<file path="config.mk">
export PLATFORM = sky130hd
export DESIGN_NAME = tmr_vote_controller
export DESIGN_NICKNAME = d
export VERILOG_FILES = /design/src/rtl/tmr_pkg.sv /design/src/rtl/majority_voter.sv /design/src/rtl/tmr_vote_controller.sv
export SDC_FILE = /design/constraint.sdc
export NUM_CORES = 1
export LEC_CHECK = 0
export BUFFER_PORTS_ARGS = -buffer_cell sky130_fd_sc_hd__buf_2
export CORE_AREA = 2 2 132 134
export CTS_CLUSTER_SIZE = 40
export DETAILED_ROUTE_END_ITERATION = 16
export DIE_AREA = 0 0 134 136
export GPL_TIMING_DRIVEN = 0
export PLACE_DENSITY_LB_ADDON = 0.1
export SYNTH_ARGS = -nofsm -noshare
export SYNTH_HDL_FRONTEND = slang
export SYNTH_SLANG_ARGS = --single-unit
export TNS_END_PERCENT = 5
</file>
<file path="constraint.sdc">
create_clock -name CLK -period 3.4 [get_ports CLK]
set_clock_uncertainty 0.2 [all_clocks]
set_input_delay 0.68 -clock CLK [delete_from_list [all_inputs] [get_ports CLK]]
set_output_delay 0.68 -clock CLK [all_outputs]
set_load 0.05 [all_outputs]
</file>
<file path="src/rtl/tmr_pkg.sv">
// Shared FSM state type and default sizing for the triple-modular-redundancy
// vote controller.
package tmr_pkg;

  localparam int DEF_WIDTH   = 8;
  localparam int DEF_TIMEOUT = 16;
  localparam int DEF_CNT_W   = 8;

  typedef enum logic [1:0] {
    IDLE    = 2'd0,
    COLLECT = 2'd1,
    VOTE    = 2'd2,
    OUTPUT  = 2'd3
  } state_t;

endpackage

</file>
<file path="src/rtl/majority_voter.sv">
// Single-bit two-out-of-three majority voter.
module majority_voter (
  input  logic A,
  input  logic B,
  input  logic C,
  output logic OUT
);

  assign OUT = (A & B) | (A & C) | (B & C);

endmodule

</file>
<file path="src/rtl/tmr_vote_controller.sv">
// Collects three replica results, votes on them bitwise or with a timeout-driven
// fallback, and keeps saturating per-replica fault counters.
module tmr_vote_controller
  import tmr_pkg::*;
#(
  parameter int WIDTH   = DEF_WIDTH,
  parameter int TIMEOUT = DEF_TIMEOUT,
  parameter int CNT_W   = DEF_CNT_W
) (
  input  logic             CLK,
  input  logic             RST,
  input  logic             VALID_A,
  input  logic             VALID_B,
  input  logic             VALID_C,
  input  logic [WIDTH-1:0] DATA_A,
  input  logic [WIDTH-1:0] DATA_B,
  input  logic [WIDTH-1:0] DATA_C,
  output logic             READY_A,
  output logic             READY_B,
  output logic             READY_C,
  output logic             OUT_VALID,
  input  logic             OUT_READY,
  output logic [WIDTH-1:0] OUT_DATA,
  output logic             MISMATCH,
  output logic             DEGRADED,
  output logic             ERROR,
  input  logic             CLR_CNT,
  output logic [CNT_W-1:0] FAULT_CNT_A,
  output logic [CNT_W-1:0] FAULT_CNT_B,
  output logic [CNT_W-1:0] FAULT_CNT_C
);

  localparam int               TCW     = $clog2(TIMEOUT + 1);
  localparam logic [TCW-1:0]   T_LAST  = TCW'(TIMEOUT - 1);
  localparam logic [CNT_W-1:0] CNT_MAX = {CNT_W{1'b1}};

  state_t                  state_r;
  logic [2:0]              cap_r;
  logic [2:0][WIDTH-1:0]   data_r;
  logic [TCW-1:0]          tcnt_r;
  logic                    timeout_r;
  logic                    out_valid_r;
  logic [WIDTH-1:0]        out_data_r;
  logic                    mismatch_r;
  logic                    degraded_r;
  logic                    error_r;
  logic [2:0][CNT_W-1:0]   cnt_r;

  logic [2:0]              valid_s;
  logic [2:0]              ready_s;
  logic [2:0]              capture_s;
  logic [2:0]              diff_s;
  logic [2:0]              fault_s;
  logic [2:0][WIDTH-1:0]   din_s;
  logic [WIDTH-1:0]        maj_s;
  logic [WIDTH-1:0]        pair_word_s;
  logic [WIDTH-1:0]        vote_data_s;
  logic                    pair_eq_s;
  logic                    vote_deg_s;
  logic                    vote_err_s;
  logic                    all_s;
  logic                    accepting_s;

  assign valid_s     = {VALID_C, VALID_B, VALID_A};
  assign din_s       = {DATA_C, DATA_B, DATA_A};
  assign accepting_s = (state_r == IDLE) || (state_r == COLLECT);
  assign ready_s     = accepting_s ? ~cap_r : 3'b000;
  assign capture_s   = valid_s & ready_s;
  assign all_s       = &(cap_r | capture_s);

  assign {READY_C, READY_B, READY_A} = ready_s;
  assign OUT_VALID   = out_valid_r;
  assign OUT_DATA    = out_data_r;
  assign MISMATCH    = mismatch_r;
  assign DEGRADED    = degraded_r;
  assign ERROR       = error_r;
  assign FAULT_CNT_A = cnt_r[0];
  assign FAULT_CNT_B = cnt_r[1];
  assign FAULT_CNT_C = cnt_r[2];

  for (genvar i = 0; i < WIDTH; i++) begin : g_vote
    majority_voter u_maj (
      .A   (data_r[0][i]),
      .B   (data_r[1][i]),
      .C   (data_r[2][i]),
      .OUT (maj_s[i])
    );
  end

  // Vote result: full majority, or on timeout the agreeing pair, else a zero error word.
  always_comb begin
    pair_eq_s   = 1'b0;
    pair_word_s = '0;
    vote_data_s = '0;
    vote_deg_s  = 1'b0;
    vote_err_s  = 1'b0;
    diff_s      = 3'b000;
    fault_s     = 3'b000;
    case (cap_r)
      3'b011: begin
        pair_eq_s   = (data_r[0] == data_r[1]);
        pair_word_s = data_r[0];
      end
      3'b101: begin
        pair_eq_s   = (data_r[0] == data_r[2]);
        pair_word_s = data_r[0];
      end
      3'b110: begin
        pair_eq_s   = (data_r[1] == data_r[2]);
        pair_word_s = data_r[1];
      end
      default: begin
        pair_eq_s   = 1'b0;
        pair_word_s = '0;
      end
    endcase
    if (!timeout_r) begin
      vote_data_s = maj_s;
    end else if (pair_eq_s) begin
      vote_data_s = pair_word_s;
      vote_deg_s  = 1'b1;
    end else begin
      vote_data_s = '0;
      vote_err_s  = 1'b1;
    end
    for (int i = 0; i < 3; i++) begin
      diff_s[i]  = cap_r[i] && (data_r[i] != vote_data_s);
      fault_s[i] = diff_s[i] || (!cap_r[i] && timeout_r);
    end
  end

  // Controller FSM with capture registers, registered vote outputs and fault counters.
  always_ff @(posedge CLK) begin
    if (RST) begin
      state_r     <= IDLE;
      cap_r       <= 3'b000;
      data_r      <= '0;
      tcnt_r      <= '0;
      timeout_r   <= 1'b0;
      out_valid_r <= 1'b0;
      out_data_r  <= '0;
      mismatch_r  <= 1'b0;
      degraded_r  <= 1'b0;
      error_r     <= 1'b0;
      cnt_r       <= '0;
    end else begin
      for (int i = 0; i < 3; i++) begin
        if (capture_s[i]) begin
          cap_r[i]  <= 1'b1;
          data_r[i] <= din_s[i];
        end
      end
      case (state_r)
        IDLE: begin
          if (|capture_s) begin
            tcnt_r    <= '0;
            timeout_r <= 1'b0;
            state_r   <= all_s ? VOTE : COLLECT;
          end
        end
        COLLECT: begin
          // A final capture on the timeout cycle wins over the timeout.
          if (all_s) begin
            state_r <= VOTE;
          end else if (tcnt_r == T_LAST) begin
            state_r   <= VOTE;
            timeout_r <= 1'b1;
          end else begin
            tcnt_r <= tcnt_r + TCW'(1);
          end
        end
        VOTE: begin
          out_data_r  <= vote_data_s;
          mismatch_r  <= |diff_s;
          degraded_r  <= vote_deg_s;
          error_r     <= vote_err_s;
          out_valid_r <= 1'b1;
          state_r     <= OUTPUT;
        end
        OUTPUT: begin
          if (OUT_READY) begin
            state_r     <= IDLE;
            out_valid_r <= 1'b0;
            cap_r       <= 3'b000;
            timeout_r   <= 1'b0;
            mismatch_r  <= 1'b0;
            degraded_r  <= 1'b0;
            error_r     <= 1'b0;
          end
        end
        default: state_r <= IDLE;
      endcase
      if (CLR_CNT) begin
        cnt_r <= '0;
      end else if (state_r == VOTE) begin
        for (int i = 0; i < 3; i++) begin
          if (fault_s[i] && (cnt_r[i] != CNT_MAX)) begin
            cnt_r[i] <= cnt_r[i] + CNT_W'(1);
          end
        end
      end
    end
  end

endmodule

</file>
==> impl_metrics.toml <==
[worst_setup_path]
crit_type = "reg -> reg"
end_kind = "register"
reg2reg_slack_ps = 40
start_kind = "register"
r2r_cells = 12
cp_max_fo = 8
reg2reg_from = "data_r[17]"
r2r_end = "FAULT_CNT_B[0]"
critPathRequiredTime_ps = 3420
arrival_ps = 3380

[final_layout]
finalInstanceArea_sq_mm = 0.006314
final_cell_count_no_fill = 984
diodes = 0
layout.nets = 802
utilization_pct = 37.41
fill_cells = 1805
syn_to_final_growth_pct = 27.10
drive_above_1_share_pct = 25.43

[logic_synthesis]
synth-seq-area-share_pct = 28.61
syn-num-nets = 707
synth.distinct_cells = 75
synth_flop_cell = "dfxtp_1"
avgSynthCellArea_sq_um = 7.538
synth.area.top_cells = "dfxtp_1 29%, a21oi_1 6.5%, nand3_1 5.0%"
synthCells = 659
yosysTopAreaCellShare_pct = 28.61
yosysTopAreaCell = "dfxtp_1"
ys_ff_latch = 71
async_reset_ff_share_pct = 0
ys_warn_count = 0
synth_edf_count = 0
syn_area_sq_mm = 0.004967

[clock_network]
cts_hold_buf = 0
htree_levels = 3
cts_buffers = 9
clock-root-buffer = "clkbuf_16"
cts_tree = "yes"
numClockSinks = 71
cts.clk_slew.worst_paths_ps = 60
insertion_delay_ps = 340
clk_path_buf_depth = 2

[floorplan]
coreArea_sq_mm = 0.01688
die-area_sq_mm = 0.01822
io_pins = 70
floorplan.initialDensity_pct = 29.43
rows = 48
die_w_microns = 134
die_y_microns = 136

[grt]
antenna_found_initial = 0
groute.usage.overall_pct = 20.98
grt_pass1_vias = 5316
grt_max_degree = 12
gr-total-overflow = 0
grt_pass1_wl_mm = 29.44

[power]
power.total_mw = 4.190
ir_drop_v = 0.0002445
p_leak_nw = 2.461
p_per_area_mw_per_mm2 = 663.6

[sta]
tightestPinTransition_ps = 710.8
max-slew-margin-rel_pct = 52.30
rsz0062_at_grt = "yes"
whs_ps = 278.6
report.final.slew_viol_count = 0
worst_slack_ps = 40.72
clock.fmax_mhz = 297.7
final.setup.tns_ps = 0
hold_violations = 0
setup_viol_count_final = 0
period_share_pct = 98.80
period_needed_ps = 3359

[place]
io_buffers = 66
pre_cts_slack_ps = -484.7
dp_hpwl_mm = 14.22
gp_congestion = 0.9351
placed_area_sq_mm = 0.005579
placed_cells = 950

[route]
dr_wl_met3_microns = 885
drt_wl_total_mm = 18.99
drtIter0Drc = 329
route.met2.wl_mm = 8.904
routed.top_layer = "met4"
routedWlPerCell_microns = 19.29
firstDrtPassIters = 6
drt-met1-wl_mm = 8.271
drcViolationCount = 0
drtAntennaViolNets = 0
vias_per_cell = 5.515
vias = 5427

[worst_hold_path]
holdPathStages = 2
hp-start = "FAULT_CNT_B[4]"
min_path_type = "reg -> reg"
min_to = "FAULT_CNT_B[4]"

[flow_run]
max-cap-violations = 0

[run_status]
status = "completed"
==> worst max path at each step <==
stage | start | to | cells after the start
final | data_r[17] | FAULT_CNT_B[0] | 12
after global routing | data_r[4] | FAULT_CNT_B[0] | 12
after detailed placement | timeout_r | FAULT_CNT_A[4] | 9
after global placement | timeout_r | FAULT_CNT_A[4] | 9
after CTS | data_r[4] | FAULT_CNT_B[0] | 12
after floorplan | state_r[0] | tcnt_r[3] | 12
==> layout make-up <==
type | instances | area (sq um) | area share, %
Buffer | 50 | 289.0 | 4.578
Clock buffer | 13 | 260.3 | 4.122
Clock inverter | 3 | 17.52 | 0.2774
Inverter | 32 | 120.1 | 1.902
Multi-Input combinational cell | 505 | 3425 | 54.24
Sequential cell | 71 | 1448 | 22.93
Tap cell | 225 | 281.5 | 4.459
Timing Repair Buffer | 85 | 473.0 | 7.491
==> worst max-delay path, stage by stage, from the launching register on <==
cell and delay, ps:
dfxtp_4 380, ha_4 280, nor4b_4 40, and4_1 210, buf_6 150, a41o_1 240, or4_1 530, a221o_1 330
nor3_4 260, a31o_1 270, buf_6 140, xor2_1 140, nor2_1 50
==> registers in the layout, indices dropped and copies added (netlist names) <==
signal       count
FAULT_CNT_A      8
DEGRADED         1
state_r          2
tcnt_r           5
cap_r            3
FAULT_CNT_B      8
FAULT_CNT_C      8
OUT_VALID        1
MISMATCH         1
ERROR            1
timeout_r        1
data_r          24
OUT_DATA         8
==> cell usage after synthesis (14+ instances only) <==
master / number
buf_2: 17
nand2b_1: 19
nand2_1: 60
dfxtp_1: 71
inv_1: 32
o21ai_0: 28
clkbuf_1: 25
nor3_1: 14
nor2_1: 50
ha_1: 17
a21oi_1: 65
nand3_1: 50
==> metal layers <==
| layer | vias up | GRT usage [%] |
|---|---|---|
| met5 | - | 0 |
| met4 | 0 | 12.12 |
| met3 | 48 | 3.729 |
| met2 | 176 | 34.59 |
| met1 | 2577 | 25.76 |
| li1 | 2626 | - |
==> repair_timing <==
action                                 4_1_cts  5_1_grt
cloned                                       0        1
endpoints found under the hold margin        0        0
setup endpoints to repair                   30       31
setup buffers                                6       12
resized for setup                           16       68
pin swaps                                    3       13
==> power breakdown <==
group	switching, mW	internal (mW)
logic	1.43	0.786
clock network	0.366	0.532
registers	0.135	0.945
total	1.93	2.26
==> logic make-up after synthesis <==
kind of cell | after synthesis | synth area share [%]
AOI/OAI and AO/OA | 214 | 30.00
xor gates and xnor gates | 16 | 2.972
adders and majority gates | 17 | 4.282
buffers and inverters | 83 | 7.405
DFF | 71 | 28.61
muxes | 5 | 1.008
and+or+nand+nor | 253 | 25.72
==> cells in the final DEF, fill, tap and decap left out, types with 14 or more instances in the layout <==
cell	netlist	final
nand2_1	60	58
o21ai_0	28	28
nand3_1	50	48
nor3_1	14	14
a21oi_1	65	64
dfxtp_1	71	60
buf_2	17	78
buf_4	5	24
inv_1	32	32
clkbuf_1	25	17
nand2b_1	19	19
nor2_1	50	49
No activity file was read; power rests on OpenSTA's default activity.
